**src/rtl/systolic_mac_pe.sv**
```systemverilog
// -----------------------------------------------------------------------------
// systolic_mac_pe
//
// Output-stationary processing element for the systolic MAC fabric. Operands
// are forwarded east (a) and south (b) through one register stage. The signed
// products are accumulated locally, with optional saturation. Finished results
// leave through a per-column partial-sum drain chain that runs north to south.
//
// Parameters
//   DATA_W  operand width, signed two's complement
//   ACC_W   accumulator / partial-sum width (must be >= 2*DATA_W)
//   SAT     1 = clamp on accumulator overflow, 0 = wrap modulo 2^ACC_W
//
// Ports
//   clk             system clock, rising edge
//   reset           asynchronous, active-low reset
//   enable          global advance; 0 holds every register
//   clear           start a new tile (accumulator restarts from zero)
//   a_in / b_in     operands from west / north
//   valid_in        a_in/b_in pair is valid
//   a_out / b_out   registered operands to east / south
//   valid_out       registered valid_in
//   drain           capture the accumulator into the drain chain
//   psum_in         drain chain from the north neighbour
//   psum_valid_in   psum_in is valid
//   psum_out        drain chain to the south neighbour
//   psum_valid_out  psum_out is valid
//   ovf             sticky overflow flag for the current accumulation
// -----------------------------------------------------------------------------
module systolic_mac_pe #(
   parameter int DATA_W = 8,
   parameter int ACC_W  = 24,
   parameter bit SAT    = 1'b1
) (
   input  logic              clk,
   input  logic              reset,
   input  logic              enable,
   input  logic              clear,
   input  logic [DATA_W-1:0] a_in,
   input  logic [DATA_W-1:0] b_in,
   input  logic              valid_in,
   output logic [DATA_W-1:0] a_out,
   output logic [DATA_W-1:0] b_out,
   output logic              valid_out,
   input  logic              drain,
   input  logic [ACC_W-1:0]  psum_in,
   input  logic              psum_valid_in,
   output logic [ACC_W-1:0]  psum_out,
   output logic              psum_valid_out,
   output logic              ovf
);

   localparam int PROD_W = 2 * DATA_W;

   // Largest positive and most negative accumulator values, used for clamping.
   localparam logic [ACC_W-1:0] ACC_MAX = {1'b0, {(ACC_W-1){1'b1}}};
   localparam logic [ACC_W-1:0] ACC_MIN = {1'b1, {(ACC_W-1){1'b0}}};

   logic [ACC_W-1:0]         acc;
   logic signed [PROD_W-1:0] prod;
   logic [ACC_W:0]           prod_x;
   logic [ACC_W:0]           base_x;
   logic [ACC_W:0]           sum;
   logic [ACC_W-1:0]         base;
   logic [ACC_W-1:0]         acc_nxt;
   logic                     restart;
   logic                     sum_ovf;
   logic                     ovf_nxt;

   // Both operands are widened to the full product width before multiplying,
   // so the product is the exact signed result.
   assign prod   = PROD_W'($signed(a_in)) * PROD_W'($signed(b_in));
   assign prod_x = {{(ACC_W + 1 - PROD_W){prod[PROD_W-1]}}, prod};

   // NOTE: every signal driven here gets a value before any branch; a path
   // that leaves one unassigned would turn it into a latch.
   always_comb begin
      restart = clear | drain;
      base    = restart ? '0 : acc;
      base_x  = {base[ACC_W-1], base};
      // One guard bit: the sum cannot overflow ACC_W+1 bits, so a mismatch
      // between the two top bits means it does not fit in ACC_W bits.
      sum     = base_x + prod_x;
      sum_ovf = valid_in & (sum[ACC_W] ^ sum[ACC_W-1]);

      acc_nxt = base;
      if (valid_in) begin
         acc_nxt = sum[ACC_W-1:0];
         if (sum_ovf && SAT) begin
            // The guard bit holds the sign of the true sum.
            acc_nxt = sum[ACC_W] ? ACC_MIN : ACC_MAX;
         end
      end

      // A new overflow takes priority over the clear that a tile restart
      // applies to the sticky flag.
      ovf_nxt = sum_ovf | (ovf & ~restart);
   end

   // NOTE: the reset branch clears every register, including the accumulator.
   // A tile must start from zero after reset, so there is no uninitialised
   // state to leave alone.
   always_ff @(posedge clk or negedge reset) begin
      if (!reset) begin
         a_out          <= '0;
         b_out          <= '0;
         valid_out      <= 1'b0;
         acc            <= '0;
         ovf            <= 1'b0;
         psum_out       <= '0;
         psum_valid_out <= 1'b0;
      end else if (enable) begin
         // NOTE: non-blocking assignments, so every register samples the
         // pre-edge values; the drain below sees the old acc, not acc_nxt.
         a_out     <= a_in;
         b_out     <= b_in;
         valid_out <= valid_in;
         acc       <= acc_nxt;
         ovf       <= ovf_nxt;
         if (drain) begin
            psum_out       <= acc;
            psum_valid_out <= 1'b1;
         end else begin
            psum_out       <= psum_in;
            psum_valid_out <= psum_valid_in;
         end
      end
   end

endmodule

```
**config.mk**
```make
export PLATFORM = sky130hd
export DESIGN_NAME = systolic_mac_pe
export DESIGN_NICKNAME = d
export VERILOG_FILES = /design/src/rtl/systolic_mac_pe.sv
export SDC_FILE = /design/constraint.sdc
export NUM_CORES = 1
export LEC_CHECK = 0
export ABC_AREA = 1
export CORE_AREA = 10 10 130 132
export CTS_CLUSTER_DIAMETER = 200
export CTS_CLUSTER_SIZE = 14
export DETAILED_ROUTE_END_ITERATION = 10
export DIE_AREA = 0 0 140 142
export PLACE_DENSITY_LB_ADDON = 0.1
export SETUP_SLACK_MARGIN = 0.05
export SYNTH_ARGS = -nofsm -noshare
export SYNTH_HDL_FRONTEND = slang
export SYNTH_SLANG_ARGS = --single-unit
```
**constraint.sdc**
```tcl
create_clock -name clk -period 6.5 [get_ports clk]
set_input_delay 1.3 -clock clk [delete_from_list [all_inputs] [get_ports clk]]
set_output_delay 1.3 -clock clk [all_outputs]
set_load 0.01 [all_outputs]
```
; Yosys cells after proc, flatten, opt, wreduce, memory -nomap -nowiden
; Cells that the tools add are included.
[totals]
output_inout_bits = 43
reg_bits = 67
[classes]
addsub = 1
bitwise = 6
muxes = 6
multipliers = 1
[ops]
columns = op, count
row1 = 2-to-1 mux 24 bit, 5
row2 = adder 24 x 16 -> 25 bit, 1
row3 = multiplier 8 x 8 -> 16 bit, 1
row4 = bitwise AND 1 bit, 2
row5 = OR 1 bit, 2
row6 = 2-to-1 mux 1 bit, 1
row7 = inverter 1 bit, 1
row8 = XOR 1 bit, 1

; Longest topological paths before layout
; Gate-level depths: netlist of the first run.
[logic_depth]
depth_word = 7
mapped_depth = 29
mapped_depth_nobuf = 25

; Least setup slack after synthesis of the first run
; Ideal clock, no wire load.
[synth_path]
kind = input-to-reg
from = input drain
to = register acc[10]
path_stages = 29
setup_time_ns = 0.121
setup_slack_ns = 0.074
path_buffers = 4
t_arrival_ns = 6.305
required_ns = 6.379
cell_sequence = buf_2 nor2_2 clkinv_1 clkbuf_1 clkbuf_1 nor2_1 fa_1 inv_1 fa_1 inv_1 fa_1 inv_1 fa_1 inv_1 ha_1 ha_1 nand2_1 inv_2 nand3_1 inv_1 a21oi_1 nand3_1 nand2_1 nand2_2 nand3_2 nand2_4 buf_6 nor2_1 a21oi_2
[synth_between]
elab_chain_cells = 7
elab_cells_between_ends = 8
classes_between = 1 x add/sub / 4 x mux / 3 x bitwise
[synth_lines]
columns = element, line_no
row1 = "start, declared", 45  ; input logic drain,
row2 = OR 1 bit *, 78  ; restart = clear | drain;
row3 = 2-to-1 mux 24 bit *, 79  ; base = restart ? '0 : acc;
row4 = adder 24 x 16 -> 25 bit, 83  ; sum = base_x + prod_x;
row5 = XOR 1 bit, 84  ; sum_ovf = valid_in & (sum[ACC_W] ^ sum[ACC_W-1]);
row6 = bitwise AND 1 bit, 84
row7 = 2-to-1 mux 24 bit, 89  ; if (sum_ovf && SAT) begin
row8 = 2-to-1 mux 24 bit *, 87  ; if (valid_in) begin
row9 = "end signal, assigned", 118  ; acc <= acc_nxt;
row10 = "end, declared", 59  ; logic [ACC_W-1:0] acc;
; Every way passes the cells marked *; elsewhere a longest branch is shown, timed or not.
; A chain may end at the register's enable or synchronous reset.

; Worst setup path after layout of the first run
[layout_path]
from = input drain
to = register acc[1]
; Same word-level chain as after synthesis.

==> impl_metrics.yaml, run 1 <==
placed_design:
  dpl.hpwl_mm: 16.8
  dp.cells: 1360
  gp_congestion: 0.892
  port_buffers: 89
synthesis:
  synthArstFlopShare_pct: 100
  ys.flop_type: "dfrtp_1"
  netlist_area_mm2: 0.00822
  synth-edff-count: 0
  synth_area_leader_cell: "fa_1"
  synth-simple-area-share_pct: 24.1
  seq_area_frac_synth_pct: 20.4
  synthAdderAreaFrac_pct: 34.8
  synthTopCellsByArea: "fa_1 (26%), dfrtp_1 (20%), nand2_1 (12%)"
  synth_compound_area_share_pct: 6.76
  synth_cells: 1017
  synth_most_common_cell: "nand2_1"
  synth-seq-cells: 67
  yosysTopAreaCellShare_pct: 26.3
  synthTopCellsByCount: "nand2_1 (270), inv_1 (180), fa_1 (108), nor2_1 (79), dfrtp_1 (67)"
  synth_top_family_by_area: "adder cells"
  yosys_warnings: 0
  avgSynthCellArea_um2: 8.08
  muxShareOfSynthArea_pct: 0.731
  synth_xor_xnor_area_share_pct: 1.92
  synth_nets: 1228
  synth_cell_types: 34
routing:
  via_count: 6988
  wl_per_cell_um: 15.3
  firstDrtPassIters: 5
  ant_nets: 0
  drt-total-wl_mm: 21.1
  drt_iter0_drc: 408
  vias_per_cell: 5.06
  drcViolationCount: 0
die:
  die_w_um: 140
  fp-row-count: 44
  die-area_mm2: 0.0199
  core-area_mm2: 0.0143
  ios: 90
  start_util_pct: 57.4
  die_h_um: 142
sta:
  fin_crit_ns: 6.26
  slew_viol_final: 0
  slew_headroom_pct: 42.0
  grt_setup_unrepaired: "false"
  worstMarginPinSlew_ns: 0.869
  finalSetupViolations: 0
  period_share_pct: 96.4
  max_freq_mhz: 160
  setup_tns_ns: 0
  hold_viol_final: 0
  skew_ns: 0.00834
  hold_ws_ns: 0.465
worst_setup_path:
  critPathLaunchType: "input pin"
  worst_ep_arrival_time_ns: 6.53
  required_ns: 6.76
  cp_max_fo: 14
  end_kind: "register"
  critical_path_class: "input pin to register"
layout:
  nNetsFinal: 1404
  finalNonFillerCells: 1381
  final_core_util_pct: 73.4
  layout-drive-gt1-share_pct: 19.5
  antennaDiodeCount: 0
  syn_to_final_growth_pct: 27.9
worst_hold_path:
  hold_path.class: "register to register"
cts:
  cts_hold_buf: 0
  cts_tree: "done"
  h-tree-depth: 3
  clockBufferDepth: 2
  cts_sinks: 67
  clock_tree.root_cell: "clkbuf_16"
  clk_latency_ns: 0.34
  path_clk_slew_ns: 0.06
  cts_buffers: 9
global_routing:
  grt_max_degree: 68
  grt_pass1_wl_mm: 35.7
  grt_antenna_before_repair: 0
  grt_overflow_total: 0
  track_usage_pct: 21.7
  grt_pass1_vias: 7273
job:
  maxCapViolations: 0
run_status:
  status: "complete, no violations"
## cells by family (layout without fill, tap and decap cells)
family                   count (synthesis)  in the layout
AO/OA/AOI/OAI                           84             84
flip-flops                              67             67
buffers and inverters                  230            407
adder cells (fa/ha/maj)                164            164
AND/OR/NAND/NOR                        448            451
XOR/XNOR                                18             18
multiplexers                             6              6
## critical path, stage by stage
cell and delay (ns):
clkdlybuf4s50_1 0.49, nor2_2 0.06, inv_2 0.08, buf_12 0.15, nor2_1 0.10, fa_1 0.55
inv_1 0.05, fa_1 0.49, inv_1 0.05, fa_1 0.58, inv_1 0.07, fa_1 0.48
inv_1 0.04, ha_1 0.30, ha_4 0.30, nand2_1 0.08, nor2_2 0.16, nand2_1 0.09
nor2_1 0.09, nand2_1 0.11, nand3_2 0.11, nand2_1 0.06, nand2_2 0.09, nand3_4 0.21
nand2_4 0.23, nor2_1 0.06, a21oi_1 0.12
## per-stage QoR
stage	instance area, um2	setup WS [ns]
finish	10500	0.237
global route	10500	0.0297
CTS	10300	0.192
detailed placement	10000	-0.298
global placement	10000	-0.260
floorplan	8220	0.0739
## registers in the layout, indices dropped and copies added (netlist names)
signal and cells:
acc 24, psum_out 24, a_out 8, b_out 8, ovf 1, psum_valid_out 1, valid_out 1
## worst paths after layout
check | cells past startpoint | to | slack, ns | start
max | 27 | acc[1]$_DFFE_PN0P_ | 0.24 | drain
min | 2 | b_out[4]$_DFFE_PN0P_ | 0.47 | b_out[4]$_DFFE_PN0P_
max reg2reg | 24 | acc[1]$_DFFE_PN0P_ | 1.45 | acc[21]$_DFFE_PN0P_
min reg2reg | 2 | b_out[4]$_DFFE_PN0P_ | 0.47 | b_out[4]$_DFFE_PN0P_
max in group asynchronous | 2 | psum_out[21]$_DFFE_PN0P_ | 4.77 | reset
min in group asynchronous | 2 | a_out[0]$_DFFE_PN0P_ | 1.15 | reset
## per-layer routing
| metal | global-route usage (%) | wire (um) | up-vias |
|---|---|---|---|
| met5 | 0 | 0 | - |
| met4 | 7.72 | 573 | 0 |
| met3 | 3.84 | 849 | 34 |
| met2 | 38.9 | 11100 | 156 |
| met1 | 25.7 | 8580 | 3355 |
| li1 | - | - | 3443 |
## cells in the final DEF (no fill, tap or decap), types with 4 or more instances in the layout
| cell type | netlist | layout |
|---|---|---|
| nand2_1 | 270 | 270 |
| inv_1 | 180 | 179 |
| buf_4 | 0 | 110 |
| fa_1 | 108 | 108 |
| clkdlybuf4s50_1 | 0 | 84 |
| nor2_1 | 79 | 69 |
| dfrtp_1 | 67 | 67 |
| ha_1 | 56 | 53 |
| nor2_2 | 15 | 25 |
| a21oi_2 | 20 | 24 |
| nand3_2 | 22 | 22 |
| nand3_1 | 21 | 20 |
| o211ai_1 | 19 | 19 |
| nor3_1 | 19 | 18 |
| a21oi_1 | 22 | 18 |
| o21ai_0 | 17 | 16 |
| xor2_1 | 11 | 11 |
| clkbuf_16 | 0 | 10 |
| nand2_2 | 9 | 9 |
| xnor2_1 | 7 | 7 |
| buf_12 | 2 | 7 |
| mux2i_1 | 6 | 6 |
| nand4_1 | 6 | 6 |
| inv_2 | 3 | 4 |
## what timing repair did
action                                  CTS  global route
buffers inserted                          0             2
pin swaps                                 0             4
endpoints found under the setup margin   14            24
cloned                                    0             4
resized for setup                         1            28
## cell type report
cell class | count | area (um2)
clock inverter | 6 | 43.8
timing repair buffer | 207 | 1870
multi-input combinational | 723 | 5770
tap | 184 | 230
clock buffer | 9 | 225
sequential | 67 | 1680
inverter | 185 | 698
fill | 1143 | 3800
Power of run 1 is left out: the tool's default activity adds up to more than one toggle a clock period on the data nets, which glitch-free logic cannot reach.
==> run 2: changes to the inputs <==
--- a/config.mk
+++ b/config.mk
@@ -6,11 +6,11 @@
 export NUM_CORES = 1
 export LEC_CHECK = 0
 export ABC_AREA = 1
-export CORE_AREA = 10 10 130 132
+export CORE_AREA = 10 10 193 195
 export CTS_CLUSTER_DIAMETER = 200
 export CTS_CLUSTER_SIZE = 14
 export DETAILED_ROUTE_END_ITERATION = 10
-export DIE_AREA = 0 0 140 142
+export DIE_AREA = 0 0 203 205
 export PLACE_DENSITY_LB_ADDON = 0.1
 export SETUP_SLACK_MARGIN = 0.05
 export SYNTH_ARGS = -nofsm -noshare
==> constraint.sdc (replaced) <==
create_clock -name clk -period 7.3 [get_ports clk]
set_input_delay 1.46 -clock clk [delete_from_list [all_inputs] [get_ports clk]]
set_output_delay 1.46 -clock clk [all_outputs]
set_load 0.01 [all_outputs]
==> impl_metrics.yaml, run 2 (synthesis results as in run 1) <==
run_status:
  status: "complete, no violations"
routing:
  drt-total-wl_mm: 24.7
  wl_per_cell_um: 15.5
  ant_nets: 0
  drt_iter0_drc: 333
  vias_per_cell: 4.11
  firstDrtPassIters: 5
  drcViolationCount: 0
  via_count: 6546
sta:
  hold_ws_ns: 0.466
  setup_ws_ns: 0.516
  slew_viol_final: 0
  worstMarginPinSlew_ns: 0.946
  hold_viol_final: 0
  slew_headroom_pct: 36.9
  skew_ns: 0.0141
  finalSetupViolations: 0
  grt_setup_unrepaired: "false"
  fin_crit_ns: 6.78
  period_share_pct: 92.9
  setup_tns_ns: 0
  max_freq_mhz: 147
cts:
  clock_tree.root_cell: "clkbuf_16"
  post-cts-setup-buffers: 0
  cts_tree: "done"
  clockBufferDepth: 2
  path_clk_slew_ns: 0.06
  clk_latency_ns: 0.35
  cts_sinks: 67
  h-tree-depth: 3
  cts_hold_buf: 0
  ctsResizeCount: 0
  cts_buffers: 9
die:
  ios: 90
  core-area_mm2: 0.0333
  die_h_um: 205
  die-area_mm2: 0.0416
  die_w_um: 203
  fp-row-count: 67
  start_util_pct: 24.7
job:
  maxCapViolations: 0
worst_setup_path:
  worst-r2r-cell-count: 24
  critical_path_class: "input pin to register"
  worst_ep_arrival_time_ns: 7.01
  cp_max_fo: 23
  reg2reg_slack_ns: 2.16
  end_kind: "register"
  critPathLaunchType: "input pin"
  required_ns: 7.52
layout:
  syn_to_final_growth_pct: 25.2
  nNetsFinal: 1351
  final_common_cell: "nand2_1"
  antennaDiodeCount: 0
  layout-drive-gt1-share_pct: 14.0
  layout_common_cells: "nand2_1 (270), inv_1 (180), fa_1 (108)"
  reg.largest.list: "acc x24, psum_out x24"
global_routing:
  grt_pass1_vias: 6926
  grt_max_degree: 68
  track_usage_pct: 12.3
  grt_antenna_before_repair: 0
  grt_pass1_wl_mm: 40.4
  grt_overflow_total: 0
power_and_ir_drop:
  finalPower_mw: 5.77
  power_density_mw_per_mm2: 561
  vdd_drop_max_uv: 356
  power_leakage_nw: 5.35
worst_hold_path:
  hold_depth: 2
  hold_path.class: "register to register"
placed_design:
  port_buffers: 89
  gp_congestion: 0.809
  dpl.hpwl_mm: 20.2
  place_ws_ns: 0.156
run 2: cell types whose count changed in the layout (fill, tap and decap cells not counted), sizes merged:
| cell | change |
|---|---|
| buf | -48 |
| clkdlybuf4s50 | +1 |
| clkinv | -2 |
| clkinvlp | +1 |
| dlygate4sd2 | -1 |
| dlymetal6s2s | -1 |
| nand2 | -3 |
run 2: worst paths after layout:
kind	from	to
hold reg to reg	a_out[6]$_DFFE_PN0P_	a_out[6]$_DFFE_PN0P_
min in group asynchronous	reset	b_out[0]$_DFFE_PN0P_
setup reg to reg	acc[21]$_DFFE_PN0P_	acc[9]$_DFFE_PN0P_
setup / recovery	a_in[7]	acc[9]$_DFFE_PN0P_
max in group asynchronous	reset	acc[15]$_DFFE_PN0P_
hold / removal	a_out[6]$_DFFE_PN0P_	a_out[6]$_DFFE_PN0P_
run 2: routing by layer:
metal  track usage [%]  vias up  wire length, um
met4              2.10        0              296
met3              1.93       12              657
met2              21.5       94            12500
met1              15.8     3112            11300
met5                 0        -                0
li1                  -     3328                -
run 2: stage by stage:
step | cells | utilization (%) | cell area, um2
3_3_place_gp | 1577 | 30.1 | 10000
2_1_floorplan | 1017 | - | 8220
3_5_place_dp | 1577 | 30.1 | 10000
5_1_grt | 1592 | 30.9 | 10300
6_report | 1592 | 30.9 | 10300
4_1_cts | 1592 | 30.9 | 10300
run 2: power breakdown:
group,switching (mW),internal [mW]
clock,0.183,0.239
combinational,2.71,2.09
sequential,0.0642,0.487
total,2.96,2.82
run 2: critical path, cell delays in order:
cell and delay (ns):
clkdlybuf4s50_1 0.67, nand2_1 0.20, fa_1 0.57, fa_1 0.63, inv_1 0.21, fa_1 0.53
inv_1 0.05, fa_1 0.47, inv_1 0.04, ha_1 0.27, ha_1 0.36, nand2_1 0.13
inv_2 0.04, nand3_1 0.10, inv_1 0.05, a21oi_1 0.28, nand3_1 0.17, nand2_1 0.10
nand2_2 0.08, nand3_2 0.08, nand2_4 0.22, nor2_1 0.23, a21oi_2 0.07
run 2: final cells by class:
type / instances / area (um2)
clock buffer: 10 / 239
clock inverter: 5 / 40.0
fill: 3588 / 23000
inverter: 185 / 694
multi-input combinational: 720 / 5620
sequential: 67 / 1680
tap: 448 / 561
timing repair buffer: 157 / 1470
No activity file was read; power rests on OpenSTA's default activity.
==> run 3: changes to the inputs <==
--- a/config.mk
+++ b/config.mk
@@ -11,7 +11,7 @@
 export CTS_CLUSTER_SIZE = 14
 export DETAILED_ROUTE_END_ITERATION = 10
 export DIE_AREA = 0 0 203 205
-export PLACE_DENSITY_LB_ADDON = 0.1
+export PLACE_DENSITY_LB_ADDON = 0.15
 export SETUP_SLACK_MARGIN = 0.05
 export SYNTH_ARGS = -nofsm -noshare
 export SYNTH_HDL_FRONTEND = slang
==> impl_metrics.yaml, run 3 (synthesis results as in run 1) <==
global_routing:
  grt_pass1_vias: 7049
  grt_max_degree: 68
  grt_use_met3_pct: 2.15
  track_usage_pct: 12.1
  grt_busiest_layer: "met2"
  grt_antenna_before_repair: 0
  grt_use_met1_pct: 15.2
  grt_pass1_wl_mm: 40.0
  grt_overflow_total: 0
  use_met2_pct: 21.4
layout:
  layout_common_cells: "nand2_1 (270), inv_1 (180), fa_1 (108)"
  finalNonFillerCells: 1582
  final_common_cell: "nand2_1"
  antennaDiodeCount: 0
  final_area_mm2: 0.0102
  reg.largest.list: "acc x24, psum_out x24"
  fillers: 3614
  nNetsFinal: 1342
  layout-drive-gt1-share_pct: 13.1
  final_core_util_pct: 30.7
  syn_to_final_growth_pct: 24.5
sta:
  fin_crit_ns: 6.56
  hold_viol_final: 0
  finalSetupViolations: 0
  grt_setup_unrepaired: "false"
  max_freq_mhz: 152
  skew_ns: 0.00780
  period_share_pct: 89.9
  slew_viol_final: 0
  setup_ws_ns: 0.738
  slew_headroom_pct: 37.3
  setup_tns_ns: 0
  hold_ws_ns: 0.467
  worstMarginPinSlew_ns: 0.941
placed_design:
  dpl.hpwl_mm: 19.8
  port_buffers: 89
  dp.cells: 1568
  placed_area_mm2: 0.00995
  place_ws_ns: 0.388
  gp_congestion: 0.814
worst_setup_path:
  worst-r2r-cell-count: 22
  critical_path_class: "input pin to register"
  critPathLaunchType: "input pin"
  worst_ep_arrival_time_ns: 6.83
  critPathLaunch: "a_in[7]"
  cp_max_fo: 16
  r2r-end: "acc[1]$_DFFE_PN0P_"
  end_kind: "register"
  reg2reg_slack_ns: 2.29
  rr_startpoint: "acc[6]$_DFFE_PN0P_"
  required_ns: 7.57
cts:
  h-tree-depth: 3
  cts_hold_buf: 0
  cts_tree: "done"
  post-cts-setup-buffers: 0
  clock_tree.root_cell: "clkbuf_16"
  path_clk_slew_ns: 0.06
  ctsResizeCount: 0
  cts_buffers: 9
  clockBufferDepth: 2
  cts_sinks: 67
  clk_latency_ns: 0.35
power_and_ir_drop:
  finalPower_mw: 5.57
  p_seq_share_pct: 9.9
  vdd_drop_max_uv: 295
  p_clk_share_pct: 7.8
  p_switching_mw: 2.90
  p_int_mw: 2.67
  power_leakage_nw: 5.32
  power_density_mw_per_mm2: 545
  p_sw_share_pct: 52.0
  power_frac_comb_pct: 82.3
run_status:
  status: "complete, no violations"
die:
  start_util_pct: 24.7
  die-area_mm2: 0.0416
  die_h_um: 205
  die_w_um: 203
  core-area_mm2: 0.0333
  fp-row-count: 67
  ios: 90
routing:
  vias_per_cell: 4.12
  firstDrtPassIters: 4
  via_count: 6510
  drt_iter0_drc: 281
  drt-total-wl_mm: 24.1
  drcViolationCount: 0
  wl_per_cell_um: 15.2
  ant_nets: 0
worst_hold_path:
  min_to: "a_out[0]$_DFFE_PN0P_"
  hold_depth: 2
  hold_start: "a_out[0]$_DFFE_PN0P_"
  hold_path.class: "register to register"
job:
  maxCapViolations: 0
## run 3: worst max-delay path by stage
stage	endpoint	slack [ns]	cells past startpoint
2_1_floorplan	acc[10]$_DFFE_PN0P_	0.71	29
3_3_place_gp	acc[20]$_DFFE_PN0P_	0.40	26
3_5_place_dp	acc[1]$_DFFE_PN0P_	0.39	26
4_1_cts	acc[1]$_DFFE_PN0P_	0.73	24
5_1_grt	acc[3]$_DFFE_PN0P_	0.38	26
6_report	acc[1]$_DFFE_PN0P_	0.74	24
## run 3: final cells by class
cell class	instances	area (um2)	share of cell area (%)
sequential	67	1680	16.4
inverter	185	694	6.79
clock inverter	3	40.0	0.391
timing repair buffer	148	1400	13.7
tap	448	561	5.48
clock buffer	11	243	2.37
multi-input combinational	720	5620	54.9
## run 3: critical path: stages
cell,delay (ns)
clkdlybuf4s50_1,0.51
buf_4,0.21
nand2_1,0.09
inv_1,0.08
buf_12,0.16
fa_1,0.56
inv_1,0.07
fa_1,0.51
fa_1,0.53
fa_1,0.55
inv_1,0.05
ha_1,0.29
ha_1,0.39
a21oi_1,0.17
nand2_1,0.08
a21oi_1,0.18
buf_4,0.15
nand3_1,0.08
nand2_2,0.12
nand2_2,0.07
nand2_4,0.11
buf_12,0.15
nand3_1,0.07
a21oi_1,0.17
## run 3: metal layers
metal / share of wire [%] / wire (um) / vias to the layer above
met5: 0 / 0 / -
met4: 1.4 / 347 / 0
met3: 2.6 / 627 / 14
met2: 50 / 12100 / 71
met1: 46 / 11000 / 3111
li1: - / - / 3314
## run 3: power by group through the flow
stage	clock, mW	sequential, mW	combinational (mW)
floorplan	0	0.562	3.18
global placement	0	0.556	4.72
detailed placement	0	0.558	4.68
CTS	0.451	0.552	4.72
global route	0.466	0.565	5.20
finish	0.434	0.550	4.59
